<file path="src/rtl/st_port_arbiter_pkg.sv">
// Shared types for the store-port arbiter: core-side dcache request/response
// structs, the arbiter FSM encoding and the per-port write request record.
package st_port_arbiter_pkg;

  localparam int unsigned DCACHE_INDEX_WIDTH = 12;
  localparam int unsigned DCACHE_TAG_WIDTH   = 44;
  localparam int unsigned ST_ARB_NR_PORTS    = 2;

  typedef enum logic {
    IDLE = 1'b0,
    LOCK = 1'b1
  } st_arb_state_e;

  typedef struct packed {
    logic [DCACHE_INDEX_WIDTH-1:0] address_index;
    logic [DCACHE_TAG_WIDTH-1:0]   address_tag;
    logic [63:0]                   data_wdata;
    logic                          data_req;
    logic                          data_we;
    logic [7:0]                    data_be;
    logic [1:0]                    data_size;
    logic                          kill_req;
    logic                          tag_valid;
  } dcache_req_i_t;

  typedef struct packed {
    logic        data_gnt;
    logic        data_rvalid;
    logic [63:0] data_rdata;
  } dcache_req_o_t;

  typedef struct packed {
    logic [DCACHE_INDEX_WIDTH-1:0] index;
    logic [DCACHE_TAG_WIDTH-1:0]   tag;
    logic [63:0]                   wdata;
    logic [7:0]                    be;
    logic [1:0]                    size;
  } st_wr_req_t;

  // Pointer width that stays legal for a single-port build.
  function automatic int unsigned ptr_width(input int unsigned n);
    return (n > 1) ? $clog2(n) : 1;
  endfunction

endpackage

</file>
<file path="src/rtl/st_port_arbiter_rr_starve_sel.sv">
// Combinational winner selector: starved requesters first (lowest index),
// otherwise round-robin starting at rr_ptr_i.
module rr_starve_sel
  import st_port_arbiter_pkg::*;
#(
  parameter int unsigned NR_PORTS = 2,
  parameter int unsigned PTR_W    = ptr_width(NR_PORTS)
) (
  input  logic [NR_PORTS-1:0] req_i,
  input  logic [PTR_W-1:0]    rr_ptr_i,
  input  logic [NR_PORTS-1:0] starved_i,
  output logic                valid_o,
  output logic [NR_PORTS-1:0] winner_oh_o,
  output logic [PTR_W-1:0]    winner_idx_o
);

  always_comb begin
    logic              found;
    logic [PTR_W-1:0]  idx;
    found        = 1'b0;
    idx          = '0;
    winner_idx_o = '0;
    winner_oh_o  = '0;
    for (int unsigned i = 0; i < NR_PORTS; i++) begin
      if (!found && req_i[i] && starved_i[i]) begin
        found        = 1'b1;
        winner_idx_o = PTR_W'(i);
      end
    end
    for (int unsigned k = 0; k < NR_PORTS; k++) begin
      idx = PTR_W'((32'(rr_ptr_i) + k) % NR_PORTS);
      if (!found && req_i[idx]) begin
        found        = 1'b1;
        winner_idx_o = idx;
      end
    end
    valid_o = found;
    if (found) winner_oh_o[winner_idx_o] = 1'b1;
  end

endmodule

</file>
<file path="src/rtl/st_port_arbiter.sv">
// Round-robin store-port arbiter with request lock and starvation escape.
// Optional perf outputs are built when ST_ARB_PERF_EN is defined.
module st_port_arbiter
  import st_port_arbiter_pkg::*;
#(
  parameter int unsigned NR_PORTS     = ST_ARB_NR_PORTS,
  parameter int unsigned STARVE_LIMIT = 8
) (
  input  logic                                   clk_i,
  input  logic                                   rst_ni,
  input  logic                                   hold_i,
  input  logic [NR_PORTS-1:0]                    req_i,
  input  logic [NR_PORTS*DCACHE_INDEX_WIDTH-1:0] index_i,
  input  logic [NR_PORTS*DCACHE_TAG_WIDTH-1:0]   tag_i,
  input  logic [NR_PORTS*64-1:0]                 wdata_i,
  input  logic [NR_PORTS*8-1:0]                  be_i,
  input  logic [NR_PORTS*2-1:0]                  size_i,
  output logic [NR_PORTS-1:0]                    gnt_o,
  input  dcache_req_o_t                          req_port_i,
  output dcache_req_i_t                          req_port_o,
  output logic                                   busy_o
`ifdef ST_ARB_PERF_EN
  ,
  output logic                                   perf_conflict_o,
  output logic                                   perf_stall_o
`endif
);

  localparam int unsigned PTR_W = ptr_width(NR_PORTS);
  localparam int unsigned CNT_W = $clog2(STARVE_LIMIT + 1);
  localparam logic [CNT_W-1:0] CNT_MAX = CNT_W'(STARVE_LIMIT);

  st_arb_state_e                   state_q, state_d;
  logic [PTR_W-1:0]                rr_ptr_q, rr_ptr_d;
  logic [PTR_W-1:0]                lock_idx_q, lock_idx_d;
  logic [NR_PORTS-1:0][CNT_W-1:0]  starve_q, starve_d;

  st_wr_req_t [NR_PORTS-1:0] wr_req;
  logic [NR_PORTS-1:0]       starved;
  logic                      win_valid;
  logic [NR_PORTS-1:0]       win_oh;
  logic [PTR_W-1:0]          win_idx;
  logic [PTR_W-1:0]          sel_idx;
  logic                      data_req;
  logic                      unused_rsp;

  assign unused_rsp = ^{req_port_i.data_rvalid, req_port_i.data_rdata};

  function automatic logic [PTR_W-1:0] next_ptr(input logic [PTR_W-1:0] idx);
    return (idx == PTR_W'(NR_PORTS - 1)) ? '0 : idx + 1'b1;
  endfunction

  always_comb begin
    for (int unsigned p = 0; p < NR_PORTS; p++) begin
      wr_req[p].index = index_i[p*DCACHE_INDEX_WIDTH +: DCACHE_INDEX_WIDTH];
      wr_req[p].tag   = tag_i[p*DCACHE_TAG_WIDTH +: DCACHE_TAG_WIDTH];
      wr_req[p].wdata = wdata_i[p*64 +: 64];
      wr_req[p].be    = be_i[p*8 +: 8];
      wr_req[p].size  = size_i[p*2 +: 2];
      starved[p]      = (starve_q[p] == CNT_MAX);
    end
  end

  rr_starve_sel #(
    .NR_PORTS (NR_PORTS),
    .PTR_W    (PTR_W)
  ) u_sel (
    .req_i        (req_i),
    .rr_ptr_i     (rr_ptr_q),
    .starved_i    (starved),
    .valid_o      (win_valid),
    .winner_oh_o  (win_oh),
    .winner_idx_o (win_idx)
  );

  always_comb begin
    state_d    = state_q;
    rr_ptr_d   = rr_ptr_q;
    lock_idx_d = lock_idx_q;
    starve_d   = starve_q;
    gnt_o      = '0;
    data_req   = 1'b0;
    sel_idx    = rr_ptr_q;
    unique case (state_q)
      IDLE: begin
        if (!hold_i && win_valid) begin
          data_req = 1'b1;
          sel_idx  = win_idx;
          for (int unsigned p = 0; p < NR_PORTS; p++) begin
            if (req_i[p] && !win_oh[p] && (starve_q[p] != CNT_MAX)) begin
              starve_d[p] = starve_q[p] + 1'b1;
            end
          end
          if (req_port_i.data_gnt) begin
            gnt_o             = win_oh;
            rr_ptr_d          = next_ptr(win_idx);
            starve_d[win_idx] = '0;
          end else begin
            lock_idx_d = win_idx;
            state_d    = LOCK;
          end
        end
      end
      LOCK: begin
        data_req = 1'b1;
        sel_idx  = lock_idx_q;
        if (req_port_i.data_gnt) begin
          gnt_o[lock_idx_q]    = 1'b1;
          rr_ptr_d             = next_ptr(lock_idx_q);
          starve_d[lock_idx_q] = '0;
          state_d              = IDLE;
        end
      end
      default: state_d = IDLE;
    endcase
    // Requests and grants must vanish the moment reset is applied, even with
    // requesters still active against the reset IDLE state.
    if (!rst_ni) begin
      gnt_o    = '0;
      data_req = 1'b0;
    end
  end

  always_comb begin
    req_port_o               = '0;
    req_port_o.address_index = wr_req[sel_idx].index;
    req_port_o.address_tag   = wr_req[sel_idx].tag;
    req_port_o.data_wdata    = wr_req[sel_idx].wdata;
    req_port_o.data_be       = wr_req[sel_idx].be;
    req_port_o.data_size     = wr_req[sel_idx].size;
    req_port_o.data_req      = data_req;
    req_port_o.data_we       = 1'b1;
    req_port_o.kill_req      = 1'b0;
    req_port_o.tag_valid     = 1'b0;
  end

  always_ff @(posedge clk_i or negedge rst_ni) begin
    if (!rst_ni) begin
      state_q    <= IDLE;
      rr_ptr_q   <= '0;
      lock_idx_q <= '0;
      starve_q   <= '0;
    end else begin
      state_q    <= state_d;
      rr_ptr_q   <= rr_ptr_d;
      lock_idx_q <= lock_idx_d;
      starve_q   <= starve_d;
    end
  end

  assign busy_o = (state_q == LOCK);

`ifdef ST_ARB_PERF_EN
  assign perf_conflict_o = (state_q == IDLE) && ($countones(req_i) > 1);
  assign perf_stall_o    = data_req && !req_port_i.data_gnt;
`endif

  // A locked requester must keep its request up until it is granted.
  a_lock_req_held: assert property (
    @(posedge clk_i) disable iff (!rst_ni) (state_q == LOCK) |-> req_i[lock_idx_q]
  );

endmodule

</file>
<file path="config.mk">
export PLATFORM = sky130hd
export DESIGN_NAME = st_port_arbiter
export DESIGN_NICKNAME = d
export VERILOG_FILES = /design/src/rtl/st_port_arbiter_pkg.sv /design/src/rtl/st_port_arbiter_rr_starve_sel.sv /design/src/rtl/st_port_arbiter.sv
export SDC_FILE = /design/constraint.sdc
export NUM_CORES = 1
export LEC_CHECK = 0
export CELL_PAD_IN_SITES_DETAIL_PLACEMENT = 2
export CELL_PAD_IN_SITES_GLOBAL_PLACEMENT = 2
export CORE_MARGIN = 5
export CORE_UTILIZATION = 19
export CTS_CLUSTER_DIAMETER = 30
export DETAILED_ROUTE_END_ITERATION = 7
export PLACE_DENSITY = 0.95
export SLEW_MARGIN = 10
export SYNTH_ARGS = -nofsm -noshare
export SYNTH_HDL_FRONTEND = slang
export SYNTH_SLANG_ARGS = --single-unit
</file>
<file path="constraint.sdc">
create_clock -name clk_i -period 3.52 [get_ports clk_i]
set_clock_uncertainty 0.15 [all_clocks]
set_input_delay 0.704 -clock clk_i [delete_from_list [all_inputs] [get_ports clk_i]]
set_output_delay 0.704 -clock clk_i [all_outputs]
set_load 0.02 [all_outputs]
</file>
Word level (Yosys, flattened, before mapping):

Cells that the tools add are included.

* output and inout port bits: 137
* bits of input ports: 331
* bits in registers: 11

* reduce and logical (&&, ||, !) cells: 21
* mux-type cells: 51
* bitwise gates (word level): 6
* add/subtract/negate cells: 5
* equality and inequality tests: 7
* order comparisons: 7

Operators with widths (count)
* $mux W130: 2
* $mux W4: 8
* $mux W8: 3
* $mux W1: 23
* $and A8 B8 Y8: 2
* $not A8 Y8: 2
* $pmux W8 S2: 1
* $logic_and A1 B1 Y1: 12
* $lt A1 B2 Y1 const B: 5
* $mux W2: 5
* $add A4 B1 Y4 const B: 2
* $demux W4 S1: 2
* $eq A4 B4 Y1 const B: 2
* $ne A4 B4 Y1 const B: 2
* $pmux W1 S2: 4
* $logic_not A1 Y1: 6
* $ne A2 B2 Y1 const B: 3
* $reduce_and A3 Y1: 2
* $pmux W2 S2: 1
* $add A1 B1 Y1 const B: 3
* $demux W1 S1: 2
* $ge A1 B1 Y1 const B: 2
* $not A1 Y1: 2
* $reduce_and A2 Y1: 1

Longest topological paths before layout:

* depth in word-level cells: 28
* gate-level depth with buffers: 9

By module:

From an unflattened synthesis, not the netlist that was laid out.

* cells, all modules: 242
* area total of the unflattened synthesis: 2802.7 µm²

By module, submodules not included
* st_port_arbiter: instances 1, cells an instance 236, sequential area each 275.3 µm², area each 2756.4 µm²
* rr_starve_sel: instances 1, cells an instance 6, sequential area each 0.0 µm², area each 46.3 µm²

Worst setup path after synthesis:

Ideal clock, no wire load.

* path type: input -> output
* from: input port req_i[0]
* to: output port req_port_o[66] in the netlist's numbering
* arrival: 2060 ps
* data required time: 2666 ps
* stages on the path: 7
* buffers on the path: 3
* path slack: 606 ps
* cell sequence: buf_2 -> nor2_1 -> o21ai_4 -> buf_4 -> clkbuf_1 -> o22ai_1 -> a221o_1

RTL lines
* from (decl): RTL line st_port_arbiter.sv:12 `input logic [NR_PORTS-1:0] req_i,`
* to (decl): RTL line st_port_arbiter.sv:20 `output dcache_req_i_t req_port_o,`

==> impl_metrics.tcl <==
set metrics [dict create \
    multi_input_area_sq_um 5290 \
    drt_iter0_markers 216 \
    cap_violations 0 \
    max-vdd-ir-drop_uv 138 \
    regArea_sq_um 283 \
    cellLeakagePower_nw 4.52 \
    ctsHoldBuffers 0 \
    placed_cells 1507 \
    dr.pass1.iters 4 \
    avgSynthCellArea_sq_um 8.67 \
    min_path_type "register to register" \
    power.density_nw_per_um2 321 \
    dieWidth_um 190 \
    grt_overflow 0 \
    portBuffers 399 \
    initial_utilization 0.194 \
    final_common_cell "clkdlybuf4s50_1" \
    vias 8488 \
    yosys_warnings 0 \
    fmax_mhz 290 \
    drive_above_1_share 0.193 \
    track_usage 0.189 \
    grt_busiest_layer "met2" \
    synth_cell_types 45 \
    postPlaceCellArea_sq_um 11100 \
    fin_cells 1521 \
    finalHoldViolations 0 \
    status "complete, no violations" \
    first_global_vias 9548 \
    finalWeightedCongestion 0.808 \
    core-area_sq_um 31700 \
    crit_arrival_ns 2.60 \
    synth_area_leader_cell "mux2i_1" \
    clkSinkCount 11 \
    clockRootBuffer "clkbuf_16" \
    mostFrequentLayoutCells "263 x clkdlybuf4s50_1, 262 x mux2i_1, 134 x o22ai_1" \
    fin_area_sq_um 11200 \
    htreeDepth 1 \
    seq_area_frac_synth 0.0448 \
    ys_ff_latch 11 \
    drt.antenna.violating_nets 0 \
    dpl.hpwl_um 29400 \
    antenna_found_initial 1 \
    grt_use_met3 0.0517 \
    startpoint_type "primary input" \
    grtUsageMet1 0.198 \
    synthToLayoutAreaGrowth_pct 82.1 \
    grt_max_degree 66 \
    setup-violations-final 0 \
    path_clk_slew_ns 0.04 \
    fin_nets 1454 \
    critPathKind "primary input to output pin" \
    grt_pass1_wl_um 55300 \
    synth_top_cell_area_share 0.427 \
    cts_buffer_depth 2 \
    min_delay_path_depth 1 \
    wl_um 37600 \
    worstPathRequired_ns 2.67 \
    cts_made_buffers 3 \
    synth_top_cells_by_area "mux2i_1 43%, a221o_1 21%, o22ai_1 14%" \
    period_share 0.981 \
    die_h_um 190 \
    io_pins 468 \
    setup_tns_ns 0 \
    met2_usage 0.364 \
    syn_inst 708 \
    cts_tree "yes" \
    routed_via_density 5.58 \
    crit_fanout 6 \
    syn-cell-area_sq_um 6140 \
    placementRows 65 \
    min_period_ns 3.45 \
    dieArea_sq_um 36000 \
    clock_latency_ns 0.25 \
    reg2reg_depth 7 \
    end_kind "output pin" \
    drc 0 \
    wl_per_cell_um 24.7 \
    total_power_mw 3.58 \
    report.final.slew_viol_count 0 \
    fill_cells 3453 \
    hold_ws_ns 0.374 \
]
-- synth_stat cells, drive strengths merged --
library cell / instances
a2111o: 1
a211o: 1
a211oi: 2
a21oi: 2
a221o: 130
a221oi: 1
a22o: 2
a31o: 1
a31oi: 2
and2: 2
and3: 2
and3b: 1
buf: 55
clkbuf: 40
conb: 2
dfrtp: 11
ha: 4
inv: 7
mux2: 1
mux2i: 262
nand2: 7
nand2b: 4
nand3: 4
nand3b: 1
nand4b: 2
nor2: 8
nor2b: 1
o2111ai: 3
o211a: 3
o211ai: 2
o21a: 1
o21ai: 4
o22a: 2
o22ai: 134
o31ai: 1
or2: 1
xnor2: 1
-- sequential cells by signal, summed over array words and instances, names as in the netlist --
name / cells
starve_q: 8
busy_o: 1
lock_idx_q: 1
rr_ptr_q: 1
-- worst paths after layout --
check	start	endpoint	slack (ns)
max	req_i[1]	req_port_o[83]	0.07
max in group asynchronous	rst_ni	rr_ptr_q	2.37
min in group asynchronous	rst_ni	busy_o	0.67
max reg2reg	starve_q[5]	starve_q[4]	1.37
min reg2reg	starve_q[0]	starve_q[0]	0.37
min	starve_q[0]	starve_q[0]	0.37
-- per-stage QoR --
step	util	setup slack (ns)
detailed placement	0.349	-0.470
global route	0.353	-0.00628
global placement	0.349	-0.405
finish	0.353	0.0658
floorplan	-	0.606
CTS	0.353	-0.0316
-- report_power, final --
| group | switching, mW | leakage, nW | internal [mW] |
|---|---|---|---|
| registers | 0.0338 | 0.144 | 0.149 |
| clock network | 0.0626 | 0.0382 | 0.153 |
| logic | 1.64 | 4.34 | 1.55 |
| total | 1.73 | 4.52 | 1.85 |
-- critical path, stage by stage --
cell	delay [ns]
dlygate4sd2_1	0.38
buf_4	0.18
o211a_1	0.21
nor2_4	0.05
buf_12	0.14
buf_12	0.14
buf_4	0.14
a221o_1	0.33
clkdlybuf4s15_1	0.32
-- logic make-up after synthesis --
group / Yosys count / share of synthesized area
AO/OA/AOI/OAI: 292 / 0.388
XOR/XNOR: 1 / 0.00143
adder cells (fa/ha/maj): 4 / 0.00815
buffers and inverters: 102 / 0.0986
flip-flops: 11 / 0.0448
multiplexers: 263 / 0.429
other: 2 / 0.00122
AND/OR/NAND/NOR: 33 / 0.0289
-- routing by layer --
layer | vias to the layer above | wire (um) | part of all wire
li1 | 3854 | - | -
met1 | 4227 | 13900 | 0.37
met2 | 347 | 19400 | 0.52
met3 | 60 | 2970 | 0.079
met4 | 0 | 1250 | 0.033
met5 | - | 0 | 0
-- layout make-up --
type	count	share of cell area
Multi-Input combinational cell	596	0.473
Timing Repair Buffer	500	0.447
Tap cell	402	0.0450
Sequential cell	11	0.0253
Clock buffer	4	0.00705
Inverter	7	0.00257
Antenna cell	1	0.000224
-- timing repair --
item                       4_1_cts  5_1_grt
setup endpoints to repair      133      110
buffers inserted                 6        1
cloned                           1        1
gates resized for setup        334       30
pin swaps                        5        0
Note: power is estimated with default switching activity, not from simulation.
